$ cat src/rtl/sat_counter.sv
// Saturating up-counter with asynchronous reset and synchronous clear.
module sat_counter #(
  parameter int WIDTH = 16
) (
  input  logic             clk,
  input  logic             reset,
  input  logic             clr,
  input  logic             inc,
  output logic [WIDTH-1:0] count
);

  logic [WIDTH-1:0] count_r;

  // count register: clear wins over increment, sticks at all-ones
  always_ff @(posedge clk or negedge reset) begin
    if (!reset) begin
      count_r <= {WIDTH{1'b0}};
    end else if (clr) begin
      count_r <= {WIDTH{1'b0}};
    end else if (inc && (count_r != {WIDTH{1'b1}})) begin
      count_r <= count_r + {{(WIDTH-1){1'b0}}, 1'b1};
    end else begin
      count_r <= count_r;
    end
  end

  assign count = count_r;

endmodule

$ cat config.mk
export PLATFORM = sky130hd
export DESIGN_NAME = sat_counter
export DESIGN_NICKNAME = d
export VERILOG_FILES = /design/src/rtl/sat_counter.sv
export SDC_FILE = /design/constraint.sdc
export NUM_CORES = 1
export LEC_CHECK = 0
export ABC_AREA = 1
export CELL_PAD_IN_SITES_DETAIL_PLACEMENT = 0
export CELL_PAD_IN_SITES_GLOBAL_PLACEMENT = 1
export CORE_MARGIN = 4
export CORE_UTILIZATION = 47
export CTS_CLUSTER_SIZE = 30
export DETAILED_ROUTE_END_ITERATION = 8
export DONT_BUFFER_PORTS = 1
export GPL_TIMING_DRIVEN = 0
export MAX_ROUTING_LAYER = met4
export PLACE_DENSITY = 0.83
export REMOVE_ABC_BUFFERS = 1
export SLEW_MARGIN = 20
export SYNTH_ARGS = -nofsm -noshare
export SYNTH_HDL_FRONTEND = slang
export SYNTH_SLANG_ARGS = --single-unit
$ cat constraint.sdc
create_clock -name clk -period 2.6 [get_ports clk]
set_input_delay 0.39 -clock clk [delete_from_list [all_inputs] [get_ports clk]]
set_output_delay 0.39 -clock clk [all_outputs]
set_load 0.005 [all_outputs]
==> reports/results.txt, run 1 <==
Clk pin slew, worst setup/hold paths: 0.10 ns
Cells after Synth: 144
CTS Buf Count: 3
Fmax: 0.483 GHz
Most frequent cells in the layout: nand2_1, dfrtp_1, nor2_1
Pin count of the biggest net entering global routing: 17
CP Capture Type: register
Top post-synthesis cells by area: dfrtp_1, nand2_1, nand3_1
CP max-delay cell: nor2_1
Worst endpoint required time: 2.83 ns
Yosys top cell area share: 38.6%
Sink Count: 16
CTS tree: yes
Worst-Margin Slew: 0.876 ns
Crit-path max cell delay: 0.66 ns
Initial antenna violation count: 0
PwrDens: 416 nW/um2
CP startpoint kind: register
DP Area: 1040 um2
Final wirelength: 2330 um
Input/output buffers: 0
Final HPWL DP: 1680 um
YS warnings: 0
Netlist cell types: 23
Final Hold Fails: 0
Crit path max fanout: 13
Family with the most delay on the worst path: simple AND/OR/NAND/NOR gates
R2r worst-path depth: 8
Max reg flops: 16
Fillcell total: 200
Total GRT Usage: 20.0%
Slew margin rel.: 41.4%
Most frequent CP cell: nor2_1
Ant diodes: 0
CP bufs+invs: 0
Tmin final: 2.07 ns
Critical Path AT: 2.30 ns
Worst vdd rail ir drop: 0.264 mV
Global-route wire length before repair: 4110 um
Post-Route Setup TNS: 0 ns
Drt via density: 5.32
Slew Limit Fails: 0
CTS max path bufs: 2
Final net count: 152
Run status: completed
Post-Route Skew: 0.00259 ns
Vias in the first global route: 909
Vias: 920
Initial DRC count: 22
Area Overhead vs Synth: 4.95%
Setup Viol. Count Final: 0
Worst path depth: 8
Clock Latency Late Sink: 0.29 ns
DIE AREA: 3020 um2
Area leader, netlist: dfrtp_1
FF+latch count, synth: 16
Max-Cap Viols: 0
Hold path cells: 3
Fin crit share: 79.6%
Post-route DRC: 0
H-tree levels: 1
Pre-antenna DRT Iters: 4
CP Cell Sequence: ha_1 -> nand2_2 -> nor2_4 -> nand2_4 -> nor2_1 -> nor2_1 -> nand4_1 -> nand2_1
Initial core utilization: 51.3%
FP Rows: 16
Setup bufs post-CTS: 0
Die W: 55.0 um
Worst Hold Class: primary input to register
Static leakage: 0.000530 uW
Commonest non-fill, non-tap cell in the layout: nand2_1
Share of the yosys chip area belonging to registers: 38.6%
Design area: 1090 um2
Syn avg cell area: 7.20 um2
Placer congestion estimate: 0.788
Die Height: 55.0 um
Kind of critical path: register to register
Mapped Area: 1040 um2
Share of cells above drive strength 1: 9.59%
GRT overflow: 0
Wire length per cell: 13.5 um
Clock Tree Root: clkbuf_4
CORE AREA: 2020 um2
Ports: 20
Detail Route Antenna Nets: 0
RSZ-0062 raised after global routing: false
-- kinds of logic after synthesis --
logic type	synth area share, %
AOI/OAI and AO/OA	5.43
xor gates and xnor gates	4.22
adders and majority gates	1.21
buffers and inverters	7.72
DFF	38.6
and+or+nand+nor	42.8
-- power breakdown --
| group | total [uW] | switching [uW] | internal (uW) |
|---|---|---|---|
| Sequential | 255 | 4.15 | 251 |
| Clock | 169 | 83.7 | 85.3 |
| Combinational | 28.0 | 21.3 | 6.76 |
| Total | 453 | 109 | 343 |
-- synthesized netlist by cell type (all sizes together) --
| cell | n |
|---|---|
| o21ai | 5 |
| nand2 | 59 |
| nor2 | 16 |
| buf | 3 |
| nand3 | 12 |
| o21bai | 2 |
| xor2 | 3 |
| ha | 1 |
| xnor2 | 2 |
| inv | 13 |
| nor3 | 1 |
| dfrtp | 16 |
| nand4 | 9 |
| a21oi | 1 |
| or2 | 1 |
-- worst register-to-register path: stages, from the launching register on --
cell and delay [ns]:
dfrtp_1 0.44, ha_1 0.24, nand2_2 0.11, nor2_4 0.06, nand2_4 0.09, nor2_1 0.05, nor2_1 0.66, nand4_1 0.22
nand2_1 0.13
-- final timing paths --
path	startpoint	endpoint	slack (ns)
setup / recovery	count[0]	count[8]	0.53
hold / removal	clr	count[4]	0.25
setup reg to reg	count[0]	count[8]	0.53
hold reg to reg	count[14]	count[14]	0.59
max in group asynchronous	reset	count[1]	1.53
min in group asynchronous	reset	count[5]	0.60
-- stage by stage --
step / hold WS [ns] / setup slack, ns / power (uW) / utilization, % / cells
detailed placement: 0.0948 / 0.558 / 283 / 51.5 / 168
global route: 0.248 / 0.296 / 481 / 53.8 / 173
global placement: 0.0948 / 0.563 / 282 / 51.5 / 168
floorplan: 0.0944 / 0.991 / 276 / - / 141
CTS: 0.239 / 0.555 / 460 / 53.8 / 173
finish: 0.252 / 0.530 / 453 / 53.8 / 173
-- area by class of cell --
cell class | instances | area, um2 | share of cell area, %
Multi-Input combinational cell | 112 | 557 | 51.1
Sequential cell | 16 | 400 | 36.8
Inverter | 13 | 51.3 | 4.71
Clock buffer | 4 | 36.3 | 3.33
Tap cell | 27 | 33.8 | 3.10
Timing Repair Buffer | 1 | 10.0 | 0.920
-- what timing repair did --
action,in CTS,in global routing
resized for setup,0,0
hold buffers,1,0
hold endpoints to repair,16,0
-- per-layer routing --
layer  track usage (%)  share of wire, %
met1              24.0                46
met3              8.31               7.9
met4              6.07              0.69
met5                 -                 0
met2              30.5                45
Power figures use the tool's default switching activity.
==> run 2, diff against run 1 <==
--- a/config.mk
+++ b/config.mk
@@ -9,13 +9,13 @@
 export CELL_PAD_IN_SITES_DETAIL_PLACEMENT = 0
 export CELL_PAD_IN_SITES_GLOBAL_PLACEMENT = 1
 export CORE_MARGIN = 4
-export CORE_UTILIZATION = 47
+export CORE_UTILIZATION = 39
 export CTS_CLUSTER_SIZE = 30
 export DETAILED_ROUTE_END_ITERATION = 8
 export DONT_BUFFER_PORTS = 1
 export GPL_TIMING_DRIVEN = 0
 export MAX_ROUTING_LAYER = met4
-export PLACE_DENSITY = 0.83
+export PLACE_DENSITY = 0.73
 export REMOVE_ABC_BUFFERS = 1
 export SLEW_MARGIN = 20
 export SYNTH_ARGS = -nofsm -noshare
==> constraint.sdc (replaced) <==
create_clock -name clk -period 1.7 [get_ports clk]
set_input_delay 0.255 -clock clk [delete_from_list [all_inputs] [get_ports clk]]
set_output_delay 0.255 -clock clk [all_outputs]
set_load 0.005 [all_outputs]
==> run 2 against run 1 <==
  * Fmax grew 29%
  * Combinational power rose by 93%
  * Worst setup slack worse by 0.44 ns
  * Sequential power grew 53%
  * Critical path depth rose by 1
  * Wire length rose by 14%
  * Design area is 6.3% higher
  * Flip-flop and latch count is the same
  * Non-clock buffer count grew 4
  * Sequential share of layout area decreased by 2.1 points
  * Register-to-register slack lost 0.44 ns
  * Largest cell class unchanged
  * Highest routed layer unchanged
==> reports/results.txt, run 2 (synthesis gave the netlist of run 1 again) <==
CP Capture Type: register
Fmax: 0.621 GHz
Total GRT Usage: 16.2%
R2R Path End: count[15]
Post-route DRC: 0
Setup Viol. Count Final: 0
Hold EP: count[4]
Clock Latency Late Sink: 0.29 ns
Input/output buffers: 0
Hold_sp: clr
CP Cell Sequence: ha_2 -> nand2_4 -> nor2_4 -> nand2_4 -> o21ai_4 -> nand2_4 -> inv_6 -> nand2_1 -> nand2_1
CORE AREA: 2500 um2
Final net count: 158
Crit-path max cell delay: 0.43 ns
R2r worst-path depth: 9
CTS tree: yes
Initial core utilization: 41.5%
CTS max path bufs: 2
Global-route wire length before repair: 4180 um
GRT overflow: 0
Initial DRC count: 73
Clk pin slew, worst setup/hold paths: 0.10 ns
Worst-Margin Slew: 0.769 ns
Drt via density: 5.24
Commonest non-fill, non-tap cell in the layout: nand2_1
Slew margin rel.: 48.5%
Area Overhead vs Synth: 11.6%
DIE AREA: 3550 um2
Hold slack: 0.128 ns
Post-Route Skew: 0.00866 ns
Share of cells above drive strength 1: 15.9%
FP Rows: 18
Clock Tree Root: clkbuf_4
Critical Path AT: 1.84 ns
Final wirelength: 2660 um
Kind of critical path: register to register
Pin count of the biggest net entering global routing: 17
CP max-delay cell: dfrtp_1
Most frequent CP cell: nand2_4
CP startpoint kind: register
Worst setup path startpoint: count[0]
Initial antenna violation count: 0
Wire length per cell: 14.7 um
Slew Limit Fails: 0
Final HPWL DP: 1720 um
Pre-antenna DRT Iters: 4
Post-Route Setup TNS: 0 ns
H-tree levels: 1
Vias in the first global route: 888
Worst endpoint required time: 1.93 ns
Ports: 20
Most frequent cells in the layout: nand2_1, dfrtp_1, nor2_1, nand3_1, inv_1
Ant diodes: 0
Hold path cells: 3
Fillcell total: 255
Worst vdd rail ir drop: 0.370 mV
Placer congestion estimate: 0.751
PwrDens: 567 nW/um2
Non-filler cells, final: 181
Launch point of the worst reg-to-reg path: count[0]
Final Hold Fails: 0
Run status: completed
Detail Route Antenna Nets: 0
Core Util, Final: 46.3%
Vias: 949
FF-to-FF setup slack: 0.09 ns
Worst Hold Class: primary input to register
Die W: 59.6 um
Crit path max fanout: 7
Dpl cells: 171
Static leakage: 0.000568 uW
Sink Count: 16
Max-Cap Viols: 0
Fin crit share: 94.7%
Tmin final: 1.61 ns
Max reg flops: 16
CTS Buf Count: 3
Die Height: 59.6 um
## run 2: layer usage
layer | global-route usage (%) | share of wire (%)
met1 | 20.2 | 48
met2 | 25.0 | 47
met3 | 3.49 | 3.7
met4 | 7.59 | 1.1
met5 | - | 0
## run 2: final cells by class
| cell class | instances | area [um2] | area share (%) |
|---|---|---|---|
| Clock buffer | 3 | 22.5 | 1.95 |
| Sequential cell | 16 | 402 | 34.7 |
| Inverter | 13 | 61.3 | 5.30 |
| Tap cell | 30 | 37.5 | 3.24 |
| Timing Repair Buffer | 5 | 40.0 | 3.46 |
| Timing Repair inverter | 1 | 8.76 | 0.757 |
| Multi-Input combinational cell | 113 | 586 | 50.6 |
## run 2: how the worst max path moves through the flow
stage                           end  cells past startpoint
after global placement    count[10]                      8
after floorplan           count[10]                      8
after CTS                  count[4]                      9
after detailed placement   count[8]                      8
after global routing       count[6]                      9
final                     count[15]                      9
## run 2: timing repair
item                                    in CTS  in global routing
hold buffers                                 1                  0
gates resized for setup                      2                  8
gates cloned                                 0                  2
endpoints found under the setup margin      13                 16
pin swaps                                    0                  4
hold endpoints to repair                    16                  0
buffers inserted                             0                  4
## run 2: per-stage QoR
stage	setup slack [ns]	instance area (um2)	total power [uW]
after floorplan	0.0910	1010	422
after global placement	-0.331	1050	432
after detailed placement	-0.355	1050	434
after CTS	0.0194	1090	660
after global routing	-0.0149	1160	689
final	0.0905	1160	656
## run 2: power breakdown
group | switching (uW) | internal (uW)
Sequential | 5.99 | 385
Clock | 129 | 82.4
Combinational | 39.9 | 14.2
## run 2: critical path, delay by kind of cell (launching register included)
| kind | cells | cell delay (ns) |
|---|---|---|
| buffers and inverters | 1 | 0.13 |
| flip-flops | 1 | 0.43 |
| adder cells (fa/ha/maj) | 1 | 0.23 |
| AND/OR/NAND/NOR | 6 | 0.59 |
| AO/OA/AOI/OAI | 1 | 0.17 |
==> edit (config.mk and constraints of run 2) <==
Reset style: synchronous (`reset`), changed in one clocked block. Comments in the files are not updated.
--- a/src/rtl/sat_counter.sv
+++ b/src/rtl/sat_counter.sv
@@ -14,3 +14,3 @@
   // count register: clear wins over increment, sticks at all-ones
-  always_ff @(posedge clk or negedge reset) begin
+  always_ff @(posedge clk) begin
     if (!reset) begin
Function: differs if reset is asserted again (counterexample within 4 cycles, from zero or initial values and one cycle with reset low); with reset held inactive, the same outputs for 10 cycles.
==> edit against run 2 <==
Non-clock buffer count down 2. Cell count grew 2.8%. First-iteration DRC count is 62% lower. Area after synthesis down 12%. Worst setup slack better by 0.11 ns. Sequential cell count unchanged. Routed wire length shrank 14%. Cell area decreased by 14%. Critical path depth down 1. Critical endpoint is now count[13].
Power is not compared: it rests on default switching activity, and its combinational part moved more than twofold at a synthesized area within 25%.
==> edit: results (changes against run 2) <==
- Post-synthesis adder-cell area fraction: 0.01374 (+0.001674)
- Hold path start: inc
- Metal-1 WL: 1.094 mm (-15%)
- Detailed-placement wirelength estimate: 1.664 mm (-3.3%)
- Nets@finish: 164 (+3.8%)
- Met3 Wirelength: 186 um (+88%)
- Seq/Total Area, Yosys: 0.3516 (-0.03436)
- Post-synthesis compound-gate area fraction: 0.08791 (+0.03363)
- Wire length on met2: 1.005 mm (-20%)
- Fraction of final layout cells with drive strength greater than 1: 0.08228 (-0.07666)
- Syn Inst Count: 153 (+6.3%)
- Dpl cells: 178 (+4.1%)
- Vias in the first global route: 872 (-1.8%)
- Asr flop ratio synth: 0 (-1.000)
- Max incr delay on CP: 0.38 ns (-0.05 ns)
- Leak: 0.0003237 uW
- Largest net degree at the start of global routing: 16 (-1)
- 1st-iter DRT viols: 28 (-62%)
- Global Route met1 Usage: 0.2128 (+0.01092)
- Critical-path top delay cell: dfxtp_2
- Global-route wire length before repair: 3.981 mm (-4.8%)
- Grt met3 use: 0.06667 (+0.03181)
- Post-synth cell types: 14 (-39%)
- GR met2 Demand/Resource: 0.2354 (-0.01422)
- Clock Skews: 0.008917 ns (+0.0002562 ns)
- Worst slew margin: 0.3146 (-0.1708)
- R2r startpoint: count[0]
- Post-synthesis xor/xnor area fraction: 0 (-0.04222)
- CP max FO: 6 (-1)
- Routability congestion estimate: 0.8590 (+14%)
- Worst Reg-to-Reg Cells: 8 (-1)
- Synth top area cells: dfxtp_1 (35%), nor2_1 (17%), nand2_1 (16%), nand3_1 (7.1%), a21oi_1 (6.6%)
- Routed len/inst: 12.36 um (-16%)
- Most common library cells after synthesis: nor2_1 (42), nand2_1 (40), dfxtp_1 (16)
- CTS buffer count: 3 (unchanged)
- Arr. time, crit path: 1.72 ns (-0.12 ns)
- Status: finished clean
- Non-filler cells, final: 186 (+2.8%)
- Crit path to: count[13]
- Post-DR vias/cell: 5.204 (-0.74%)
==> edit: cell types whose count changed after synthesis, moves of 3 or more <==
cell	before	now
xor2_1	3	0
nand2_1	55	40
dfxtp_1	0	16
nand4_1	9	4
a21oi_1	1	12
nor2_2	0	3
dfrtp_1	16	0
nor2_1	14	42
==> edit: final cells by class <==
cell class	instances	area, um2	area share
Tap cell	28	35.03	0.03509
Inverter	12	45.04	0.04511
Sequential cell	16	322.8	0.3233
Clock buffer	4	36.28	0.03634
Timing Repair Buffer	3	22.52	0.02256
Multi-Input combinational cell	123	536.8	0.5376
==> edit: stage by stage <==
stage	hold slack [ns]	setup WS (ns)	instance area, um2
floorplan	0.4702	0.05031	895.9
global placement	0.5241	-0.3021	930.9
detailed placement	0.5246	-0.4097	930.9
CTS	0.2111	0.02243	988.4
global route	0.2374	0.05324	998.5
finish	0.2127	0.2024	998.5
==> edit: how the worst min path moves through the flow <==
stage / end / slack (ns) / cells past startpoint
3_3_place_gp: count[11] / 0.52 / 3
3_5_place_dp: count[11] / 0.52 / 3
6_report: count[11] / 0.21 / 3
5_1_grt: count[11] / 0.24 / 3
4_1_cts: count[11] / 0.21 / 3
2_1_floorplan: count[11] / 0.47 / 3
==> edit: cell families after synthesis <==
group	count (synthesis)
AOI/OAI and AO/OA	16
adders and majority gates	1
buffers and inverters	15
DFF	16
and+or+nand+nor	105
==> edit: power by group through the flow <==
stage	combinational, uW	clock (uW)	sequential [uW]
floorplan	18.4	0	388
global placement	22.9	0	388
detailed placement	23.8	0	389
CTS	23.8	277	380
global route	27.9	288	381
finish	23.3	265	380
==> edit: what timing repair did <==
action                                  in CTS  in global routing
gates cloned                                 1                  0
buffers inserted                             2                  1
resized for setup                            0                  2
endpoints found under the setup margin      10                  8
pin swaps                                    1                  1
